File: src/rtl/axis_moving_average.sv
// Boxcar mean of the last WINDOW signed samples; one result per accepted sample, ACC_W+2 cycles after accept.
// No output backpressure; tready drops while busy. MOVAVG_WARMUP_SUPPRESS_EN hides the first WINDOW-1 pulses.
module axis_moving_average #(
    parameter int WINDOW = 74,
    parameter int DATA_W = 32
) (
    input  logic              clk,
    input  logic              rst_n,
    input  logic              s_axis_tvalid,
    output logic              s_axis_tready,
    input  logic [DATA_W-1:0] s_axis_tdata,
    output logic              m_axis_tvalid,
    output logic [DATA_W-1:0] m_axis_tdata
);
    localparam int ACC_W = DATA_W + $clog2(WINDOW);
    localparam int PTR_W = $clog2(WINDOW);
    localparam int REM_W = PTR_W + 1;
    localparam int CNT_W = $clog2(ACC_W);
    localparam logic [PTR_W-1:0] PTR_LAST = PTR_W'(WINDOW - 1);
    localparam logic [REM_W-1:0] DIVISOR  = REM_W'(WINDOW);
    localparam logic [CNT_W-1:0] CNT_LAST = CNT_W'(ACC_W - 1);

    typedef enum logic [1:0] {S_IDLE, S_UPDATE, S_DIVIDE, S_OUTPUT} state_t;

    state_t                   r_state;
    state_t                   w_state_nx;
    logic        [DATA_W-1:0] r_mem [WINDOW];
    logic        [PTR_W-1:0]  r_ptr;
    logic        [DATA_W-1:0] r_din;
    logic signed [ACC_W-1:0]  r_sum;
    logic        [ACC_W-1:0]  r_quo;
    logic        [PTR_W-1:0]  r_rem;
    logic                     r_neg;
    logic        [CNT_W-1:0]  r_cnt;
    logic        [DATA_W-1:0] r_tdata;

    logic                     w_accept;
    logic                     w_pulse_en;
    logic signed [ACC_W-1:0]  w_din_ext;
    logic signed [ACC_W-1:0]  w_old_ext;
    logic signed [ACC_W-1:0]  w_sum_nx;
    logic        [ACC_W-1:0]  w_sum_abs;
    logic        [REM_W-1:0]  w_rem_sh;
    logic                     w_ge;
    logic        [PTR_W-1:0]  w_rem_nx;
    logic        [ACC_W-1:0]  w_quo_nx;
    logic        [DATA_W-1:0] w_result;

`ifdef MOVAVG_WARMUP_SUPPRESS_EN
    localparam int FILL_W = $clog2(WINDOW + 1);
    localparam logic [FILL_W-1:0] FILL_MAX = FILL_W'(WINDOW);
    logic [FILL_W-1:0] r_fill;

    // Counts accepts, so during a result's OUTPUT cycle it already includes that sample.
    always_ff @(posedge clk or negedge rst_n) begin
        if (!rst_n) begin
            r_fill <= '0;
        end else if (w_accept && (r_fill != FILL_MAX)) begin
            r_fill <= r_fill + FILL_W'(1);
        end
    end

    assign w_pulse_en = (r_fill == FILL_MAX);
`else
    assign w_pulse_en = 1'b1;
`endif

    assign w_accept  = s_axis_tvalid && s_axis_tready;
    assign w_din_ext = {{(ACC_W-DATA_W){r_din[DATA_W-1]}}, r_din};
    assign w_old_ext = {{(ACC_W-DATA_W){r_mem[r_ptr][DATA_W-1]}}, r_mem[r_ptr]};
    assign w_sum_nx  = r_sum + w_din_ext - w_old_ext;
    assign w_sum_abs = w_sum_nx[ACC_W-1] ? -w_sum_nx : w_sum_nx;

    // One restoring step per cycle: dividend bits shift out of r_quo as quotient bits shift in.
    assign w_rem_sh  = {r_rem, r_quo[ACC_W-1]};
    assign w_ge      = (w_rem_sh >= DIVISOR);
    assign w_rem_nx  = w_ge ? PTR_W'(w_rem_sh - DIVISOR) : PTR_W'(w_rem_sh);
    assign w_quo_nx  = {r_quo[ACC_W-2:0], w_ge};
    assign w_result  = r_neg ? -w_quo_nx[DATA_W-1:0] : w_quo_nx[DATA_W-1:0];

    always_ff @(posedge clk or negedge rst_n) begin
        if (!rst_n) begin
            r_state <= S_IDLE;
        end else begin
            r_state <= w_state_nx;
        end
    end

    always_comb begin
        w_state_nx    = r_state;
        s_axis_tready = 1'b0;
        m_axis_tvalid = 1'b0;
        case (r_state)
            S_IDLE: begin
                s_axis_tready = 1'b1;
                if (w_accept) w_state_nx = S_UPDATE;
            end
            S_UPDATE: begin
                w_state_nx = S_DIVIDE;
            end
            S_DIVIDE: begin
                if (r_cnt == CNT_LAST) w_state_nx = S_OUTPUT;
            end
            S_OUTPUT: begin
                s_axis_tready = 1'b1;
                m_axis_tvalid = w_pulse_en;
                w_state_nx    = w_accept ? S_UPDATE : S_IDLE;
            end
            default: begin
                w_state_nx = S_IDLE;
            end
        endcase
    end

    always_ff @(posedge clk or negedge rst_n) begin
        if (!rst_n) begin
            for (int i = 0; i < WINDOW; i++) begin
                r_mem[i] <= '0;
            end
            r_ptr   <= '0;
            r_din   <= '0;
            r_sum   <= '0;
            r_quo   <= '0;
            r_rem   <= '0;
            r_neg   <= 1'b0;
            r_cnt   <= '0;
            r_tdata <= '0;
        end else begin
            case (r_state)
                S_IDLE, S_OUTPUT: begin
                    if (w_accept) r_din <= s_axis_tdata;
                end
                S_UPDATE: begin
                    r_mem[r_ptr] <= r_din;
                    r_ptr        <= (r_ptr == PTR_LAST) ? '0 : r_ptr + PTR_W'(1);
                    r_sum        <= w_sum_nx;
                    r_quo        <= w_sum_abs;
                    r_rem        <= '0;
                    r_neg        <= w_sum_nx[ACC_W-1];
                    r_cnt        <= '0;
                end
                S_DIVIDE: begin
                    r_quo <= w_quo_nx;
                    r_rem <= w_rem_nx;
                    r_cnt <= r_cnt + CNT_W'(1);
                    if (r_cnt == CNT_LAST) r_tdata <= w_result;
                end
                default: begin
                end
            endcase
        end
    end

    assign m_axis_tdata = r_tdata;

endmodule

File: config.mk
export PLATFORM = sky130hd
export DESIGN_NAME = axis_moving_average
export DESIGN_NICKNAME = d
export VERILOG_FILES = /design/src/rtl/axis_moving_average.sv
export SDC_FILE = /design/constraint.sdc
export NUM_CORES = 2
export LEC_CHECK = 0
export ABC_AREA = 0
export CAP_MARGIN = 10
export CELL_PAD_IN_SITES_DETAIL_PLACEMENT = 0
export CELL_PAD_IN_SITES_GLOBAL_PLACEMENT = 2
export CORE_MARGIN = 5
export CORE_UTILIZATION = 40
export CTS_CLUSTER_DIAMETER = 200
export DETAILED_ROUTE_END_ITERATION = 10
export PLACE_DENSITY = 0.77
export SLEW_MARGIN = 20
export SYNTH_ARGS = -nofsm -noshare
export SYNTH_HDL_FRONTEND = slang
export SYNTH_SLANG_ARGS = --single-unit
File: constraint.sdc
create_clock -name clk -period 17.7 [get_ports clk]
set_clock_uncertainty 0.2 [all_clocks]
set_input_delay 3.54 -clock clk [delete_from_list [all_inputs] [get_ports clk]]
set_output_delay 3.54 -clock clk [all_outputs]
set_load 0.01 [all_outputs]
After elaboration in Yosys (flattened, before gate mapping)
Cells that the tools add are included.
W data, S select, Z words.
- add/subtract/negate cells: 7
- reductions and logical operators: 8
- bitwise gates (word level): 1
- magnitude comparators: 3
- equal/unequal tests: 7
- mux-type cells: 19
- operators by type and width (operator ; count):
    $bwmux W2368 ; 1
    $bmux W32 S7 ; 1
    $demux W32 S7 ; 1
    $mux W32 ; 4
    $pmux W39 S2 ; 1
    $add A39 B32 Y39 ; 1
    $mux W39 ; 1
    $neg A39 Y39 ; 1
    $sub A39 B32 Y39 ; 1
    $neg A32 Y32 ; 1
    $mux W7 ; 2
    $pmux W7 S2 ; 1
    $pmux W6 S2 ; 1
    $ge A8 B7 Y1 const B ; 1
    $ge A8 B8 Y1 const B ; 1
    $lt A8 B1 Y1 const B ; 1
    $not A7 Y8 ; 1
    $pmux W2 S4 ; 1
    $add A7 B1 Y7 const B ; 1
    $eq A7 B7 Y1 const B ; 1
    $sub A7 B7 Y7 const B ; 1
    $add A6 B1 Y6 const B ; 1
    $eq A6 B6 Y1 const B ; 1
    $reduce_and A2 Y1 ; 3
    other kinds (9) ; 15
- output and inout bits: 34
- word-level logic and storage cells: 128
- input bits: 35
- register bits after elaboration: 2533

Longest topological paths before layout
- depth in word-level cells: 8
- depth in mapped cells: 30
- gate-level depth less buffers: 24

Worst setup path before layout
No wires, ideal clock.
- path type: reg2reg
- from: register r_ptr[2]
- to: register r_quo[36]
- data required time: 17.374 ns
- arrival: 6.461 ns
- library setup time: 0.126 ns
- cell stages (with the launch flop): 27
- clock period less this slack: 6.787 ns
- setup slack: 10.913 ns
- path buffers: 6
- cell sequence: dfrtp_1 clkbuf_1 inv_1 nor3_1 clkbuf_1 clkbuf_1 clkbuf_1 buf_1 a22oi_1 a41oi_1 a21oi_1 nand4_1 fa_1 inv_1 ha_1 clkbuf_1 a21oi_1 o21ai_0 a211oi_2 a2111oi_0 or4_1 a2111oi_0 nand4_1 nor3_1 a31oi_1 xnor2_1 a221o_1
- cells in the longest elaborated chain, start to end: 8
- ends and longest elaborated chain (element ; RTL line ; text):
    start: declaration ; 28 ; logic [PTR_W-1:0] r_ptr;
    start signal: assignment ; 135 ; r_ptr <= (r_ptr == PTR_LAST) ? '0 : r_ptr + PTR_W'(1);
    $not A7 Y8 (not written as such) (*) ; 70 ; assign w_old_ext = {{(ACC_W-DATA_W){r_mem[r_ptr][DATA_W-1]}}, r_mem[r_ptr]};
    $bmux W32 S7 (*) ; 70 ;
    $mux W32 (not written as such) (*) (2 in a row) ; 70 ;
    $sub A39 B32 Y39 (*) ; 71 ; assign w_sum_nx = r_sum + w_din_ext - w_old_ext;
    $neg A39 Y39 ; 72 ; assign w_sum_abs = w_sum_nx[ACC_W-1] ? -w_sum_nx : w_sum_nx;
    $mux W39 (*) ; 72 ;
    $pmux W39 S2 (*) ; 129 ; case (r_state)
    end signal: assignment ; 137 ; r_quo <= w_sum_abs;
    end signal: assignment ; 143 ; r_quo <= w_quo_nx;
    end: declaration ; 31 ; logic [ACC_W-1:0] r_quo;
Mark *: on every way between the ends. The rest lies on a longest branch, timed or not. The select of a mux whose other input is x is not followed.
A chain may end at the register's enable or synchronous reset.

Final worst setup path
- from: register r_ptr[0]
- to: register r_quo[36]
The elaborated chain is that of the path after synthesis.

==> impl_metrics.tcl <==
set metrics [dict create \
    status "finished, final reports clean" \
    synth.largest_area_cell "dfrtp_1" \
    use_met1 0.388 \
    routed_wl_mm 426 \
    netlist_instances 9549 \
    synth-async-reset-ratio 1.00 \
    cts_hold_buffers 0 \
    overflow 0 \
    fp.dieH_um 539 \
    num-fill-cells 25479 \
    rr_worst_depth 23 \
    use_met3 0.0607 \
    synth_fp_nets 9673 \
    netlist_area_um2 112000 \
    yosys_warnings 0 \
    leakagePower_nw 57.4 \
    grt_max_degree 185 \
    core_um2 279000 \
    die_x_um 539 \
    first_global_vias 82348 \
    cp-end-kind "register" \
    rsz0062_at_grt "no" \
    vias_per_cell 6.22 \
    syn-mean-instance-area_um2 11.7 \
    post-place-ws_ns 8.03 \
    grt.busiest_layer "met2" \
    final_util 0.451 \
    grt_usage 0.287 \
    synth-edff-count 0 \
    power.density_nw_per_um2 177 \
    dr.first_iter.drc_count 8376 \
    hold_path.class "reg2reg" \
    clkLatencyLatePin_ns 0.91 \
    finalHoldViolCount 0 \
    post-cts-setup-buffers 0 \
    ctsHtreeMaxLevel 5 \
    critPathKind "reg2reg" \
    cp.required_ns 18.28 \
    finalCritPeriodShare 0.547 \
    internal_power_mw 12.7 \
    rows 194 \
    ir_worst_vdd_mv 0.203 \
    period_minus_slack_ns 9.68 \
    synth_common_cells "dfrtp_1, mux2_2, nand2_1" \
    antenna_found_initial 17 \
    multi_input_area_um2 45300 \
    clock-root-buffer "clkbuf_16" \
    setup_slack_ns 8.02 \
    fmax_mhz 103 \
    clk_path_buf_depth 4 \
    instances_no_fill 13128 \
    gp_congestion 0.866 \
    seqCellArea_um2 63400 \
    synth_seq_cells 2532 \
    cts_tree "yes" \
    portBuffers 68 \
    pwr-share-clk 0.265 \
    die_area_um2 291000 \
    yosysTopAreaCellShare 0.566 \
    layout-drive-gt1-share 0.255 \
    area_delta_synth_final_pct 12.5 \
    dr_total_vias 81620 \
    dp.cells 12645 \
    grt_pass1_wl_mm 615 \
    numCtsBuffers 279 \
    crit_fanout 83 \
    cts_sinks 2532 \
    clk_pin_slew_ns 0.06 \
    seq_area_frac_synth 0.566 \
    p_sw_mw 9.65 \
    whs_path_depth 2 \
    yosysMostFrequentCell "dfrtp_1" \
    synth_top_cells_by_area "dfrtp_1, mux2_2, a22oi_1" \
    cts-resized-gates 0 \
    ys_dominant_reg_cell "dfrtp_1" \
    cp-start-kind "register" \
    ys_types 75 \
    critPathArrivalTime_ns 10.26 \
    p_comb_frac 0.443 \
    worstMarginPinSlew_ns 1.20 \
    tns_ns 0 \
    maxSlewHeadroom 0.200 \
    setup_violations 0 \
    gr-usage-met2 0.445 \
    dr.pass1.iters 6 \
    maxCapViolations 0 \
    sequentialPowerShare 0.291 \
    nNetsFinal 9328 \
    dp_hpwl_mm 245 \
    drc 0 \
    whs_ns 0.273 \
    ant_nets 0 \
    maxSlewViolCount 0 \
    ios 69 \
    start_util 0.401 \
    wl_per_cell_um 32.5 \
    p_sw_frac 0.432 \
]
==> power by group through the flow <==
stage                     clock network, mW  logic (mW)  registers [mW]
after global placement                    0        9.74            6.59
after detailed placement                  0        9.81            6.60
after CTS                              6.01        9.83            6.50
final                                  5.93        9.91            6.51
after global routing                   6.25        10.7            6.54
after floorplan                           0        6.43            6.48
==> cell usage in the layout (no fill, tap or decap), types with 42 or more instances in the layout <==
| master | Yosys | routed |
|---|---|---|
| a21oi_1 | 118 | 118 |
| a221oi_1 | 191 | 191 |
| a22o_1 | 190 | 190 |
| a22oi_1 | 776 | 776 |
| a31oi_1 | 122 | 122 |
| a41oi_1 | 43 | 43 |
| buf_4 | 1 | 209 |
| clkbuf_1 | 833 | 58 |
| clkbuf_16 | 0 | 287 |
| clkbuf_8 | 0 | 62 |
| clkdlybuf4s50_1 | 0 | 67 |
| dfrtp_1 | 2532 | 2517 |
| ha_1 | 51 | 50 |
| inv_1 | 143 | 142 |
| mux2_2 | 1591 | 1591 |
| mux2i_1 | 42 | 42 |
| nand2_1 | 1004 | 963 |
| nand3_1 | 55 | 50 |
| nand4_1 | 126 | 126 |
| nor2_1 | 138 | 94 |
| o21ai_0 | 969 | 968 |
| xnor2_1 | 53 | 53 |
| xor2_1 | 48 | 48 |
==> final cells by class <==
class	count	share of cell area
Antenna cell	7	0.000139
Clock buffer	407	0.0655
Clock inverter	67	0.00731
Inverter	144	0.00429
Multi-Input combinational cell	5939	0.360
Sequential cell	2532	0.503
Tap cell	3724	0.0370
Timing Repair Buffer	308	0.0227
==> per-stage QoR <==
| stage | area (um^2) | power, mW |
|---|---|---|
| finish | 126000 | 22.3 |
| global route | 126000 | 23.5 |
| CTS | 126000 | 22.3 |
| detailed placement | 117000 | 16.4 |
| global placement | 117000 | 16.3 |
| floorplan | 112000 | 12.9 |
==> cells by family (layout without fill, tap and decap cells) <==
logic type / after synthesis / after routing / share of synthesized area
other: 0 / 7 / 0
adders and majority gates: 89 / 89 / 0.0125
muxes: 1633 / 1633 / 0.164
DFF: 2532 / 2532 / 0.566
and+or+nand+nor: 1516 / 1516 / 0.0591
AOI/OAI and AO/OA: 2600 / 2600 / 0.155
buffers and inverters: 1078 / 926 / 0.0362
xor gates and xnor gates: 101 / 101 / 0.00790
==> sequential cells by signal, summed over array words and instances, names as in the netlist <==
register and flops:
m_axis_tdata 32, r_cnt 6, r_din 32, r_mem 2368, r_ptr 7, r_quo 39
r_rem 7, r_state 2, r_sum 39
==> metal layers <==
layer | vias to the layer above | wire length [um]
li1 | 34047 | -
met1 | 43068 | 177000
met2 | 3600 | 192000
met3 | 895 | 35400
met4 | 10 | 21700
met5 | - | 67
==> critical path, stage by stage (launching register included) <==
cell	delay, ns
dfrtp_4	0.70
buf_4	0.68
and3_4	0.87
buf_12	0.52
buf_12	0.55
a22o_1	0.22
a221oi_1	0.05
a31oi_1	0.39
nor4_1	0.12
nand4_1	0.67
fa_1	0.31
inv_1	0.05
ha_1	0.36
and2_4	0.20
a221o_1	0.35
o21ai_1	0.37
a211oi_1	0.15
or3_1	0.36
a2111oi_0	0.75
nand4_1	0.29
nor3_1	0.59
a31oi_1	0.18
xnor2_1	0.17
a221o_1	0.33
==> path summary, 6_finish.rpt <==
kind	from	endpoint	slack, ns
setup / recovery	r_ptr[0]	r_quo[36]	8.02
setup reg to reg	r_ptr[0]	r_quo[36]	8.02
hold / removal	m_axis_tdata[11]	m_axis_tdata[11]	0.27
max in group asynchronous	rst_n	r_mem[1663]	11.68
hold reg to reg	m_axis_tdata[11]	m_axis_tdata[11]	0.27
min in group asynchronous	rst_n	r_mem[946]	2.35
Note: power is estimated with default switching activity, not from simulation.
